**src/rtl/uart_boot_loader_if.sv**
```systemverilog
// uart_boot_loader_if
//   Groups the boot loader's serial input, memory write port and core-control
//   outputs into one bundle.
//   master : the loader (drives the memory write port and the core controls)
//   slave  : the environment (drives uart_rx, observes everything else)
//   Signals:
//     uart_rx     serial input, idle high, asynchronous to clk
//     mem_we      byte write enables, 4'hF for one cycle per word
//     mem_addr    word index of the current write (ADDR_W bits)
//     mem_din     little-endian assembled write data
//     core_rst_n  active-low reset to the core
//     done        sticky "image loaded" flag
//     error       loader is in its error state
interface uart_boot_loader_if #(
  parameter int ADDR_W = 13
);
  logic              uart_rx;
  logic [3:0]        mem_we;
  logic [ADDR_W-1:0] mem_addr;
  logic [31:0]       mem_din;
  logic              core_rst_n;
  logic              done;
  logic              error;

  modport master (
    input  uart_rx,
    output mem_we, mem_addr, mem_din, core_rst_n, done, error
  );

  modport slave (
    output uart_rx,
    input  mem_we, mem_addr, mem_din, core_rst_n, done, error
  );
endinterface

```
**src/rtl/uart_boot_loader.sv**
```systemverilog
// uart_boot_loader
//   Receives a program image over an 8N1 UART line and writes it word by word
//   into instruction/data memory, holding the core in reset until a complete
//   image with a valid XOR checksum has been loaded.
//   Frame: 0xA5, LEN_LO, LEN_HI, LEN*4 data bytes (little-endian words), CSUM
//   where CSUM is the XOR of every byte after the sync byte.
//   Ports:
//     clk    system clock
//     rst_n  asynchronous active-low reset
//     bus    uart_boot_loader_if.master (uart_rx in; mem_we, mem_addr,
//            mem_din, core_rst_n, done, error out)
//   Optional build macro:
//     LOADER_TIMEOUT_EN  abort a load into the error state after IDLE_TIMEOUT
//                        idle cycles between bytes. Undefined: wait forever.
module uart_boot_loader #(
  parameter int CLKS_PER_BIT = 868,
  parameter int ADDR_W       = 13,
  parameter int IDLE_TIMEOUT = 1000000
) (
  input  logic                clk,
  input  logic                rst_n,
  uart_boot_loader_if.master  bus
);

  // ---------------------------------------------------------------------------
  // UART receiver
  // ---------------------------------------------------------------------------
  localparam int CNT_W = $clog2(CLKS_PER_BIT);

  typedef enum logic [1:0] {RX_IDLE, RX_START, RX_DATA, RX_STOP} rx_state_t;

  rx_state_t          rx_state_reg, rx_state_next;
  logic [CNT_W-1:0]   rx_cnt_reg, rx_cnt_next;
  logic [2:0]         rx_bit_reg, rx_bit_next;
  logic [7:0]         rx_shift_reg, rx_shift_next;
  logic               rx_valid_reg, rx_valid_next;
  logic               rx_ferr_reg, rx_ferr_next;
  logic               rx_meta_reg, rx_sync_reg, rx_prev_reg;

  always_ff @(posedge clk or negedge rst_n) begin
    if (!rst_n) begin
      rx_meta_reg  <= 1'b1;
      rx_sync_reg  <= 1'b1;
      rx_prev_reg  <= 1'b1;
      rx_state_reg <= RX_IDLE;
      rx_cnt_reg   <= '0;
      rx_bit_reg   <= '0;
      rx_shift_reg <= '0;
      rx_valid_reg <= 1'b0;
      rx_ferr_reg  <= 1'b0;
    end else begin
      rx_meta_reg  <= bus.uart_rx;
      rx_sync_reg  <= rx_meta_reg;
      rx_prev_reg  <= rx_sync_reg;
      rx_state_reg <= rx_state_next;
      rx_cnt_reg   <= rx_cnt_next;
      rx_bit_reg   <= rx_bit_next;
      rx_shift_reg <= rx_shift_next;
      rx_valid_reg <= rx_valid_next;
      rx_ferr_reg  <= rx_ferr_next;
    end
  end

  always_comb begin
    rx_state_next = rx_state_reg;
    rx_cnt_next   = rx_cnt_reg + 1'b1;
    rx_bit_next   = rx_bit_reg;
    rx_shift_next = rx_shift_reg;
    rx_valid_next = 1'b0;
    rx_ferr_next  = 1'b0;
    case (rx_state_reg)
      RX_IDLE: begin
        rx_cnt_next = '0;
        if (rx_prev_reg && !rx_sync_reg) rx_state_next = RX_START;
      end
      RX_START: begin
        // Mid-start-bit re-check: a line that is already high again was a glitch.
        if (rx_cnt_reg == CNT_W'(CLKS_PER_BIT / 2 - 1)) begin
          rx_cnt_next   = '0;
          rx_bit_next   = '0;
          rx_state_next = rx_sync_reg ? RX_IDLE : RX_DATA;
        end
      end
      RX_DATA: begin
        if (rx_cnt_reg == CNT_W'(CLKS_PER_BIT - 1)) begin
          rx_cnt_next   = '0;
          rx_shift_next = {rx_sync_reg, rx_shift_reg[7:1]};  // LSB first
          rx_bit_next   = rx_bit_reg + 3'd1;
          if (rx_bit_reg == 3'd7) rx_state_next = RX_STOP;
        end
      end
      RX_STOP: begin
        if (rx_cnt_reg == CNT_W'(CLKS_PER_BIT - 1)) begin
          rx_valid_next = rx_sync_reg;
          rx_ferr_next  = !rx_sync_reg;
          rx_state_next = RX_IDLE;
        end
      end
      default: rx_state_next = RX_IDLE;
    endcase
  end

  // ---------------------------------------------------------------------------
  // Load state machine
  // ---------------------------------------------------------------------------
  typedef enum logic [2:0] {SYNC, LEN0, LEN1, DATA, CSUM, DONE, ERR} state_t;

  localparam logic [7:0]  SYNC_BYTE = 8'hA5;
  localparam logic [16:0] LEN_MAX   = 17'(2 ** ADDR_W);

  state_t             state_reg, state_next;
  logic [15:0]        len_reg, len_next;
  logic [1:0]         byte_cnt_reg, byte_cnt_next;
  logic [ADDR_W:0]    word_cnt_reg, word_cnt_next;
  logic [23:0]        word_reg, word_next;
  logic [7:0]         csum_reg, csum_next;
  logic [3:0]         mem_we_reg, mem_we_next;
  logic [ADDR_W-1:0]  mem_addr_reg, mem_addr_next;
  logic [31:0]        mem_din_reg, mem_din_next;
  logic [15:0]        len_full;
  logic               loading;
  logic               timeout;

  assign len_full = {rx_shift_reg, len_reg[7:0]};
  assign loading  = (state_reg == LEN0) || (state_reg == LEN1) ||
                    (state_reg == DATA) || (state_reg == CSUM);

`ifdef LOADER_TIMEOUT_EN
  localparam int IDLE_W = $clog2(IDLE_TIMEOUT + 1);

  // idle_cnt_reg holds the number of cycles since the last accepted byte,
  // so the error state is entered exactly IDLE_TIMEOUT cycles after it.
  logic [IDLE_W-1:0] idle_cnt_reg, idle_cnt_next;

  always_comb begin
    idle_cnt_next = '0;
    if (rx_valid_reg)  idle_cnt_next = IDLE_W'(1);
    else if (loading)  idle_cnt_next = idle_cnt_reg + 1'b1;
  end

  always_ff @(posedge clk or negedge rst_n) begin
    if (!rst_n) idle_cnt_reg <= '0;
    else        idle_cnt_reg <= idle_cnt_next;
  end

  assign timeout = loading && (idle_cnt_reg == IDLE_W'(IDLE_TIMEOUT - 1));
`else
  // No idle timer: the loader waits indefinitely. IDLE_TIMEOUT is a positive
  // count, so this is constant low; it keeps the parameter referenced.
  assign timeout = (IDLE_TIMEOUT < 0);
`endif

  always_ff @(posedge clk or negedge rst_n) begin
    if (!rst_n) begin
      state_reg    <= SYNC;
      len_reg      <= '0;
      byte_cnt_reg <= '0;
      word_cnt_reg <= '0;
      word_reg     <= '0;
      csum_reg     <= '0;
      mem_we_reg   <= 4'h0;
      mem_addr_reg <= '0;
      mem_din_reg  <= '0;
    end else begin
      state_reg    <= state_next;
      len_reg      <= len_next;
      byte_cnt_reg <= byte_cnt_next;
      word_cnt_reg <= word_cnt_next;
      word_reg     <= word_next;
      csum_reg     <= csum_next;
      mem_we_reg   <= mem_we_next;
      mem_addr_reg <= mem_addr_next;
      mem_din_reg  <= mem_din_next;
    end
  end

  always_comb begin
    state_next    = state_reg;
    len_next      = len_reg;
    byte_cnt_next = byte_cnt_reg;
    word_cnt_next = word_cnt_reg;
    word_next     = word_reg;
    csum_next     = csum_reg;
    mem_we_next   = 4'h0;
    mem_addr_next = mem_addr_reg;
    mem_din_next  = mem_din_reg;

    if (rx_ferr_reg && loading) begin
      // Framing error mid-load; in SYNC/ERR/DONE the bad byte is just dropped.
      state_next = ERR;
    end else if (rx_valid_reg) begin
      case (state_reg)
        SYNC, ERR: begin
          if (rx_shift_reg == SYNC_BYTE) begin
            state_next = LEN0;
            csum_next  = '0;
          end
        end
        LEN0: begin
          len_next   = {8'h00, rx_shift_reg};
          csum_next  = csum_reg ^ rx_shift_reg;
          state_next = LEN1;
        end
        LEN1: begin
          len_next  = len_full;
          csum_next = csum_reg ^ rx_shift_reg;
          if ({1'b0, len_full} > LEN_MAX) begin
            state_next = ERR;
          end else if (len_full == 16'd0) begin
            state_next = CSUM;
          end else begin
            state_next    = DATA;
            byte_cnt_next = '0;
            word_cnt_next = '0;
          end
        end
        DATA: begin
          csum_next     = csum_reg ^ rx_shift_reg;
          byte_cnt_next = byte_cnt_reg + 2'd1;
          if (byte_cnt_reg == 2'd3) begin
            // Fourth byte completes the word; write it on the next cycle.
            mem_we_next   = 4'hF;
            mem_addr_next = word_cnt_reg[ADDR_W-1:0];
            mem_din_next  = {rx_shift_reg, word_reg};
            word_cnt_next = word_cnt_reg + 1'b1;
            if (17'(word_cnt_reg) + 17'd1 == {1'b0, len_reg}) state_next = CSUM;
          end else begin
            word_next[8*byte_cnt_reg +: 8] = rx_shift_reg;
          end
        end
        CSUM: begin
          state_next = (rx_shift_reg == csum_reg) ? DONE : ERR;
        end
        default: ;  // DONE ignores all further input
      endcase
    end else if (timeout) begin
      state_next = ERR;
    end
  end

  assign bus.mem_we     = mem_we_reg;
  assign bus.mem_addr   = mem_addr_reg;
  assign bus.mem_din    = mem_din_reg;
  assign bus.done       = (state_reg == DONE);
  assign bus.core_rst_n = (state_reg == DONE);
  assign bus.error      = (state_reg == ERR);

endmodule

```
**src/flat_wrapper.sv**
```systemverilog
// flat-port wrapper written by rule: the top's interface ports become plain ports
module uart_boot_loader_flat 
#(
  parameter int CLKS_PER_BIT = 868,
  parameter int ADDR_W       = 13,
  parameter int IDLE_TIMEOUT = 1000000
)
  (clk, rst_n, bus_uart_rx, bus_mem_we, bus_mem_addr, bus_mem_din, bus_core_rst_n, bus_done, bus_error);
  uart_boot_loader_if #(.ADDR_W(ADDR_W)) bus_i ();
  input  logic clk;
  input  logic rst_n;
  input wire logic [$bits(bus_i.uart_rx)-1:0] bus_uart_rx;
  output wire logic [$bits(bus_i.mem_we)-1:0] bus_mem_we;
  output wire logic [$bits(bus_i.mem_addr)-1:0] bus_mem_addr;
  output wire logic [$bits(bus_i.mem_din)-1:0] bus_mem_din;
  output wire logic [$bits(bus_i.core_rst_n)-1:0] bus_core_rst_n;
  output wire logic [$bits(bus_i.done)-1:0] bus_done;
  output wire logic [$bits(bus_i.error)-1:0] bus_error;
  assign bus_i.uart_rx = bus_uart_rx;
  assign bus_mem_we = bus_i.mem_we;
  assign bus_mem_addr = bus_i.mem_addr;
  assign bus_mem_din = bus_i.mem_din;
  assign bus_core_rst_n = bus_i.core_rst_n;
  assign bus_done = bus_i.done;
  assign bus_error = bus_i.error;
  uart_boot_loader #(.CLKS_PER_BIT(CLKS_PER_BIT), .ADDR_W(ADDR_W), .IDLE_TIMEOUT(IDLE_TIMEOUT)) u_core (.clk(clk), .rst_n(rst_n), .bus(bus_i));
endmodule
```
**config.mk**
```make
export PLATFORM = sky130hd
export DESIGN_NAME = uart_boot_loader_flat
export DESIGN_NICKNAME = d
export VERILOG_FILES = /design/src/rtl/uart_boot_loader_if.sv /design/src/rtl/uart_boot_loader.sv /design/src/flat_wrapper.sv
export SDC_FILE = /design/constraint.sdc
export NUM_CORES = 1
export LEC_CHECK = 0
export CAP_MARGIN = 20
export CORE_MARGIN = 10
export CORE_UTILIZATION = 45
export CTS_CLUSTER_DIAMETER = 60
export DETAILED_ROUTE_END_ITERATION = 10
export DONT_BUFFER_PORTS = 1
export PLACE_DENSITY = 0.56
export SLEW_MARGIN = 20
export SYNTH_ARGS = -nofsm -noshare
export SYNTH_HDL_FRONTEND = slang
export SYNTH_SLANG_ARGS = --single-unit
```
**constraint.sdc**
```tcl
create_clock -name clk -period 5.58 [get_ports clk]
set_input_delay 0.558 -clock clk [delete_from_list [all_inputs] [get_ports clk]]
set_output_delay 0.558 -clock clk [all_outputs]
set_load 0.005 [all_outputs]
```
==> metrics.cfg, run 1 <==
[clocking]
numCtsBuffers=17
htree_levels=4
cts_setup_buffers=0
cts_buffer_depth=2
insertion_delay_ns=0.42
cts_tree=done
cts_root_buffer=clkbuf_16
cts_sinks=141
clk_pin_slew_ns=0.06

[worst_setup_path]
critPathRequiredTime_ns=5.90
cp-end-kind=flip-flop
path_class=reg2reg
crit_chain=nand2_2 -> nor3_2 -> nand2_2 -> inv_2 -> and2_1 -> o21ai_1 -> o31ai_1
cp.arrival_ns=3.01
cpPeakStageDelay_ns=0.66
crit_buf_inv=1
path_common_cell=nand2_2
cp-start-kind=flip-flop
slowest_stage=dfrtp_1
cp_max_fo=49
crit_family=simple AND/OR/NAND/NOR gates

[synthesis]
yosysTopAreaCell=dfrtp_1
synthCells=768
async_reset_ff_frac=1.00
synth_area_um2=6970
synth_cell_types=65
seq_area_frac_synth=0.506
synth_ff_type=dfrtp_1
synth_seq_cells=141
ys_top_cells_by_area=dfrtp_1, nand2_1, o21ai_1
netlist_top_cells_count=nand2_1, dfrtp_1, o21ai_1
syn_area_per_cell_um2=9.08
synth.most_common_cell=nand2_1
synth_top_area_share=0.495
synth_edf_count=0
syn_nets=785
yosys_warnings=0

[sta]
post-route-period-util=0.482
report.final.setup_viol=0
finalHoldViolations=0
tightest_slew_ns=1.06
max_freq_mhz=372
max_slew_margin=0.288
drv_slew=0
fin_skew_ns=0.00772
finalCriticalPeriod_ns=2.69
setup_tns_ns=0
grt_setup_unrepaired=no

[layout]
nets=762
antenna_cells=0
largest_reg_flops=32
nFillCells=1434
area_growth_pct=10.1
stdcell_count=946
drive_gt1_frac=0.0858

[place]
dp_hpwl_um=11200
placed_cells=913
io_buffers=0
gpl.final_weighted_congestion=0.881

[die]
die-area_um2=20900
die_y_um=144
core-area_um2=15200
ios=55
initial_utilization=0.459
fp-row-count=45
die_width_um=144

[pwr]
p_per_area_nw_per_um2=315
p_leak_nw=3.53
ir_worst_vdd_mv=0.238
finalPower_mw=2.42

[global_route]
antenna_found_initial=0
met1_usage=0.205
grt_max_degree=142
grt_use_met2=0.270
use_met3=0.0453
grt.busiest_layer=met2
gr-total-overflow=0
first_global_vias=5161
grt_usage=0.166
grt_pass1_wl_um=27300

[route]
via_per_inst=5.51
drt_wl_total_um=16500
drtAntennaViolNets=0
drtPass1Iterations=5
num_vias=5212
drc_errors=0
post_drt_wl_per_cell_um=17.4
first_iter_violations=330

[run]
cap_violations=0

[run_status]
outcome=finished, final reports clean

[worst_hold_path]
hp-class=in2async

[worst register-to-register path, stage by stage (launching register included)]
cell	delay [ns]
dfrtp_1	0.66
nand2_2	0.26
nor3_2	0.55
nand2_2	0.12
inv_2	0.62
and2_1	0.24
o21ai_1	0.06
o31ai_1	0.08
[cells in the final DEF (no fill, tap or decap), types with 4 or more instances in the layout]
| master | n |
|---|---|
| o21ai_0 | 29 |
| o21ai_1 | 50 |
| nor4_1 | 7 |
| a22o_1 | 10 |
| a21oi_1 | 9 |
| and2_1 | 5 |
| xor2_1 | 10 |
| nor2b_1 | 18 |
| a31oi_1 | 4 |
| nand2_1 | 241 |
| nor3b_1 | 5 |
| clkbuf_1 | 4 |
| and3_1 | 5 |
| nor3_1 | 8 |
| nand3_1 | 15 |
| mux2_2 | 9 |
| o41ai_1 | 4 |
| clkbuf_16 | 17 |
| bufinv_16 | 5 |
| xnor2_1 | 14 |
| inv_1 | 17 |
| nand4_1 | 6 |
| dfrtp_1 | 138 |
| o31ai_1 | 9 |
| nand2b_1 | 5 |
| nor2_1 | 35 |
| ha_1 | 14 |
[power breakdown]
| part | switching, mW | leakage (nW) | internal, mW |
|---|---|---|---|
| clock | 0.428 | 0.301 | 0.806 |
| combinational | 0.0845 | 1.27 | 0.0411 |
| sequential | 0.0176 | 1.96 | 1.04 |
[layer usage]
layer  up-vias  part of all wire  wire length (µm)
met5         -                 0                 0
met4         0             0.022               365
met3        30             0.047               778
met2       109              0.50              8200
met1      2528              0.43              7150
li1       2545                 -                 -
[layout make-up]
cell class | instances | area [µm²] | share of cell area
Clock buffer | 22 | 454 | 0.0591
Timing Repair Buffer | 2 | 35.0 | 0.00456
Clock inverter | 10 | 186 | 0.0243
Multi-Input combinational cell | 564 | 3170 | 0.412
Sequential cell | 141 | 3530 | 0.460
Tap cell | 188 | 235 | 0.0306
Inverter | 19 | 71.3 | 0.00929
[timing repair]
| action | in CTS | in global routing |
|---|---|---|
| resized for setup | 0 | 0 |
| hold buffers | 1 | 0 |
| hold endpoints to repair | 141 | 0 |
[cell families after synthesis]
| kind of cell | synth area share |
|---|---|
| adders and majority gates | 0.0251 |
| AOI/OAI and AO/OA | 0.122 |
| buffers and inverters | 0.0407 |
| xor gates and xnor gates | 0.0301 |
| DFF | 0.506 |
| muxes | 0.0188 |
| and+or+nand+nor | 0.257 |
[metrics by stage]
step           hold WS (ns)  utilization  worst slack (ns)  instance area, µm²
2_1_floorplan         0.262            -              3.35                6970
3_3_place_gp          0.269        0.461              2.91                7010
3_5_place_dp          0.268        0.461              2.87                7010
4_1_cts               0.116        0.505              2.84                7680
5_1_grt               0.107        0.505              2.57                7680
6_report             0.0653        0.505              2.89                7680
[worst paths after layout]
path	start	to	slack, ns	depth (start not counted)
worst max-delay path	u_core.state_reg[0]$_DFFE_PN0P_	u_core.word_cnt_reg[7]$_DFFE_PN0P_	2.89	7
worst min-delay path	rst_n	u_core.bus.mem_addr[4]$_DFFE_PN0P_	0.07	1
worst max register to register	u_core.state_reg[0]$_DFFE_PN0P_	u_core.word_cnt_reg[7]$_DFFE_PN0P_	2.89	7
worst min register to register	u_core.rx_meta_reg$_DFF_PN1_	u_core.rx_sync_reg$_DFF_PN1_	0.36	0
max in group asynchronous	rst_n	u_core.bus.mem_addr[8]$_DFFE_PN0P_	4.85	1
min in group clk	bus_uart_rx	u_core.rx_meta_reg$_DFF_PN1_	0.13	0
(Power assumes the default switching activity.)
==> run 2, diff against run 1 <==
Settings changed: PLACE_DENSITY 0.56 to 0.58.
Clock period 5.58 ns to 2.2 ns, I/O delays scaled along.
==> metrics.cfg, run 2 (same netlist as run 1, synthesis figures left out) <==
[pwr]
ir_worst_vdd_mv=0.497  ; was 0.238 mV
p_per_area_nw_per_um2=739  ; was 315 nW/µm²
p_leak_nw=3.83  ; was 3.53 nW
finalPower_mw=6.04  ; was 2.42 mW

[clocking]
cts_root_buffer=clkbuf_16  ; unchanged
clk_pin_slew_ns=0.06  ; about the same
ctsHoldBuffers=1  ; unchanged
insertion_delay_ns=0.42  ; about the same
cts_sinks=141  ; unchanged
numCtsBuffers=17  ; unchanged
cts_tree=done  ; unchanged
cts_buffer_depth=2  ; unchanged
htree_levels=4  ; unchanged

[route]
post_drt_wl_per_cell_um=16.8  ; was 17.4 µm
drtAntennaViolNets=0  ; unchanged
num_vias=5391  ; was 5212
via_per_inst=5.38  ; was 5.51
drtPass1Iterations=5  ; unchanged
drt_wl_total_um=16800  ; was 16500 µm
drc_errors=0  ; unchanged
first_iter_violations=337  ; was 330

[worst_setup_path]
cp_max_fo=7  ; was 49
path_class=reg2reg  ; unchanged
critPathRequiredTime_ns=2.52  ; was 5.90 ns
cp-end-kind=flip-flop  ; unchanged
cp-start-kind=flip-flop  ; unchanged
cp.arrival_ns=2.52  ; was 3.01 ns

[sta]
hold_slack_ns=-0.508  ; was 0.0653 ns
tightest_slew_ns=0.902  ; was 1.06 ns
fin_skew_ns=0.00999  ; was 0.00772 ns
max_slew_margin=0.394  ; was 0.288
drv_slew=0  ; unchanged
grt_setup_unrepaired=yes  ; was no
finalHoldViolations=141  ; was 0
finalCriticalPeriod_ns=2.20  ; was 2.69 ns
max_freq_mhz=455  ; was 372 MHz
post-route-period-util=0.999  ; was 0.482
report.final.setup_viol=0  ; unchanged

[layout]
area_growth_pct=17.2  ; was 10.1%
mostFrequentLayoutCells=nand2_1, dfrtp_1, buf_4, o21ai_1, nor2_1  ; was nand2_1, dfrtp_1, o21ai_1, nor2_1, o21ai_0
drive_gt1_frac=0.160  ; was 0.0858
antenna_cells=0  ; unchanged
largest_reg_flops=32  ; unchanged
multi_input_area_um2=3230  ; was 3170 µm²
final_common_cell=nand2_1  ; unchanged
nFillCells=1400  ; was 1434
nets=818  ; was 762
seq_area_um2=3540  ; was 3530 µm²

[die]
die_width_um=144  ; unchanged
die_y_um=144  ; unchanged
core-area_um2=15200  ; unchanged
ios=55  ; unchanged
fp-row-count=45  ; unchanged
die-area_um2=20900  ; unchanged
initial_utilization=0.459  ; unchanged

[global_route]
gr-total-overflow=0  ; unchanged
grt_max_degree=142  ; unchanged
first_global_vias=5449  ; was 5161
grt_usage=0.170  ; was 0.166
grt_pass1_wl_um=27900  ; was 27300 µm
antenna_found_initial=0  ; unchanged

[run]
cap_violations=0  ; unchanged

[place]
io_buffers=0  ; unchanged
gpl.final_weighted_congestion=0.865  ; was 0.881
dp_hpwl_um=11800  ; was 11200 µm

[run_status]
outcome=finished with violations  ; was finished, final reports clean
violations=hold timing

[worst_hold_path]
hp-class=in2async  ; unchanged

==> run 2: per-stage QoR <==
| step | utilization | instances | setup WS, ns | instance area [µm²] | TNS (ns) |
|---|---|---|---|---|---|
| after floorplan | - | 768 | 0.0500 | 6980 | 0 |
| after global placement | 0.488 | 965 | 0.0815 | 7420 | 0 |
| after detailed placement | 0.488 | 965 | -0.0306 | 7420 | -0.0517 |
| after CTS | 0.533 | 998 | 0.0135 | 8100 | 0 |
| after global routing | 0.538 | 1002 | -0.0973 | 8170 | -0.211 |
| final | 0.538 | 1002 | 0.00291 | 8170 | 0 |
==> run 2: routing by layer <==
layer,wire length [µm],global-route usage,vias to the layer above
met2,8500,0.292,100
met4,318,0.0596,0
met3,602,0.0367,22
met5,0,0,-
li1,-,-,2649
met1,7360,0.205,2620
==> run 2: area by class of cell <==
| type | instances | area share |
|---|---|---|
| well taps | 188 | 0.0288 |
| clock buffers | 22 | 0.0580 |
| repair buffers | 58 | 0.0571 |
| flip-flops and latches | 141 | 0.433 |
| clock inverters | 10 | 0.0197 |
| inverters | 19 | 0.00873 |
| multi-input cells | 564 | 0.395 |
==> run 2: critical path, cell delays in order, from the launching register on <==
cell      delay, ns
dfrtp_1        0.41
buf_4          0.18
nand3_4        0.12
buf_4          0.14
mux2_2         0.32
a31oi_1        0.14
o221a_1        0.21
nand4_1        0.17
nor4b_4        0.18
a311oi_2       0.23
==> run 2: what timing repair did <==
item	in CTS	in global routing
endpoints found under the setup margin	2	10
setup buffers	0	4
pin swaps	1	6
endpoints found under the hold margin	142	141
gates resized for setup	5	11
==> run 2: final timing paths <==
check                      cells past startpoint                                  to                          startpoint  slack [ns]
max in group asynchronous                      0        u_core.rx_meta_reg$_DFF_PN1_                               rst_n        2.43
setup reg to reg                               9     u_core.state_reg[2]$_DFFE_PN0P_  u_core.word_cnt_reg[0]$_DFFE_PN0P_       0.003
setup / recovery                               9     u_core.state_reg[2]$_DFFE_PN0P_  u_core.word_cnt_reg[0]$_DFFE_PN0P_       0.003
hold / removal                                 0  u_core.word_cnt_reg[5]$_DFFE_PN0P_                               rst_n       -0.51
min in group clk                               1        u_core.rx_meta_reg$_DFF_PN1_                         bus_uart_rx        0.35
hold reg to reg                                0        u_core.rx_sync_reg$_DFF_PN1_        u_core.rx_meta_reg$_DFF_PN1_        0.36
==> run 2: power by group <==
part	switching (mW)	internal, mW	total, mW
clock	1.08	1.99	3.07
combinational	0.167	0.115	0.282
sequential	0.0463	2.64	2.69
==> RTL edit, RTL diff (settings of run 2) <==
Encoding of `state_t`: now one-hot (7 bits for 7 states).
--- a/src/rtl/uart_boot_loader.sv
+++ b/src/rtl/uart_boot_loader.sv
@@ -103,7 +103,7 @@
   // ---------------------------------------------------------------------------
   // Load state machine
   // ---------------------------------------------------------------------------
-  typedef enum logic [2:0] {SYNC, LEN0, LEN1, DATA, CSUM, DONE, ERR} state_t;
+  typedef enum logic [6:0] {SYNC = 7'b0000001, LEN0 = 7'b0000010, LEN1 = 7'b0000100, DATA = 7'b0001000, CSUM = 7'b0010000, DONE = 7'b0100000, ERR = 7'b1000000} state_t;
 
   localparam logic [7:0]  SYNC_BYTE = 8'hA5;
   localparam logic [16:0] LEN_MAX   = 17'(2 ** ADDR_W);
Function: no difference found for any inputs over 10 cycles, from zero or initial values and one cycle with rst_n low; not proved beyond that.
==> RTL edit against run 2 <==
  * The run ends with hold timing, setup timing left
  * Wire length up 2.5%
  * Global-route usage increased by 0.26 points
  * Combinational power increased by 15%
  * Fmax shrank 3.5%
  * Setup slack worse by 79 ps
  * Power is 2.5% lower
  * Sequential cell count grew 4
  * Synthesized area is 0.25% higher
  * Cell area is 6.5% higher
  * Critical path type unchanged
  * Critical endpoint unchanged
  * Highest routed layer unchanged
==> RTL edit: results (changes against run 2) <==
Routing:
- The final wirelength is 17.2 mm (was 16.8 mm).
- The routed length on met1 is 7.57 mm (was 7.36 mm).
- The total number of vias came to 5564 (was 5391).
- The detailed route wirelength on metal3 was 636 um (was 602 um).
- The total length of routed met2 wires is 8.65 mm (was 8.50 mm).

Placement:
- The routability congestion estimate from global placement is 0.833 (was 0.865).
- The number of instances in the placed design is 1001 (was 965).
- The placed wire-length estimate was 11.9 mm (was 11.8 mm).

Logic synthesis:
- Top post-synthesis cells by area: sky130_fd_sc_hd__dfrtp_1 50%, sky130_fd_sc_hd__nand2_1 13%, sky130_fd_sc_hd__o21ai_0 5.1% (was sky130_fd_sc_hd__dfrtp_1 50%, sky130_fd_sc_hd__nand2_1 13%, sky130_fd_sc_hd__o21ai_1 3.6%).
- The synthesized instance count is 760 (was 768).
- Cell types with the highest counts after synthesis: 235 x sky130_fd_sc_hd__nand2_1, 141 x sky130_fd_sc_hd__dfrtp_1, 71 x sky130_fd_sc_hd__o21ai_0, 43 x sky130_fd_sc_hd__nor2_1, 27 x sky130_fd_sc_hd__xnor2_1 (was 242 x sky130_fd_sc_hd__nand2_1, 138 x sky130_fd_sc_hd__dfrtp_1, 50 x sky130_fd_sc_hd__o21ai_1, 35 x sky130_fd_sc_hd__nor2_1, 29 x sky130_fd_sc_hd__o21ai_0).
- The sequential fraction of the synthesis area is 52.0% (was 50.6%).

Finish:
- The fill cell total of the finished layout is 1318 (was 1400).

Power:
- The leakage power figure is 4.14 nW (was 3.83 nW).

Timing:
- The worst hold slack was -516 ps (was -508 ps).
- The total count of hold-check failures in the final report is 145 (was 141).
- The number of endpoints failing setup at the final stage is 3 (was 0).
- The smallest setup slack after layout was -76.5 ps (was 2.91 ps).

Worst setup path:
- The critical-path maximum fanout is 6 (was 7).
- The logic depth of the worst register-to-register path is 6 (was 9).
- The critical-path cell with the highest stage delay is sky130_fd_sc_hd__or4_4 (was sky130_fd_sc_hd__dfrtp_1).
- The delay contributed by the slowest stage of the critical path is 520 ps (was 410 ps).

Outcome:
- Outcome: finished, violations left (unchanged).
- Failing checks: hold timing, setup timing (was hold timing).

GRT:
- The global-route track usage on met3 is 3.48% (was 3.67%).
-- RTL edit: cell type report --
type	instances	share of cell area (%)
tap	188	2.70
clock inverter	13	1.48
inverter	12	0.517
sequential	145	41.8
timing repair buffer	102	10.1
clock buffer	19	5.09
multi-input combinational	564	38.3
-- RTL edit: kinds of logic after synthesis --
logic type,count (synthesis),share of synthesized area [%]
fa+ha+maj,14,2.51
mux,18,2.88
simple gates,376,24.6
flops,145,52.0
xor+xnor,37,4.63
buf+inv,51,3.26
compound gates,119,10.2
-- RTL edit: where the power goes --
group / internal (mW) / switching, mW
combinational: 0.128 / 0.195
sequential: 2.72 / 0.0474
clock: 1.61 / 1.19
-- RTL edit: repair_timing --
| action | 4_1_cts | 5_1_grt |
|---|---|---|
| buffers inserted | 2 | 6 |
| resized for setup | 13 | 34 |
| gates cloned | 0 | 1 |
| setup endpoints to repair | 64 | 95 |
| pin swaps | 14 | 12 |
| hold endpoints to repair | 146 | 145 |
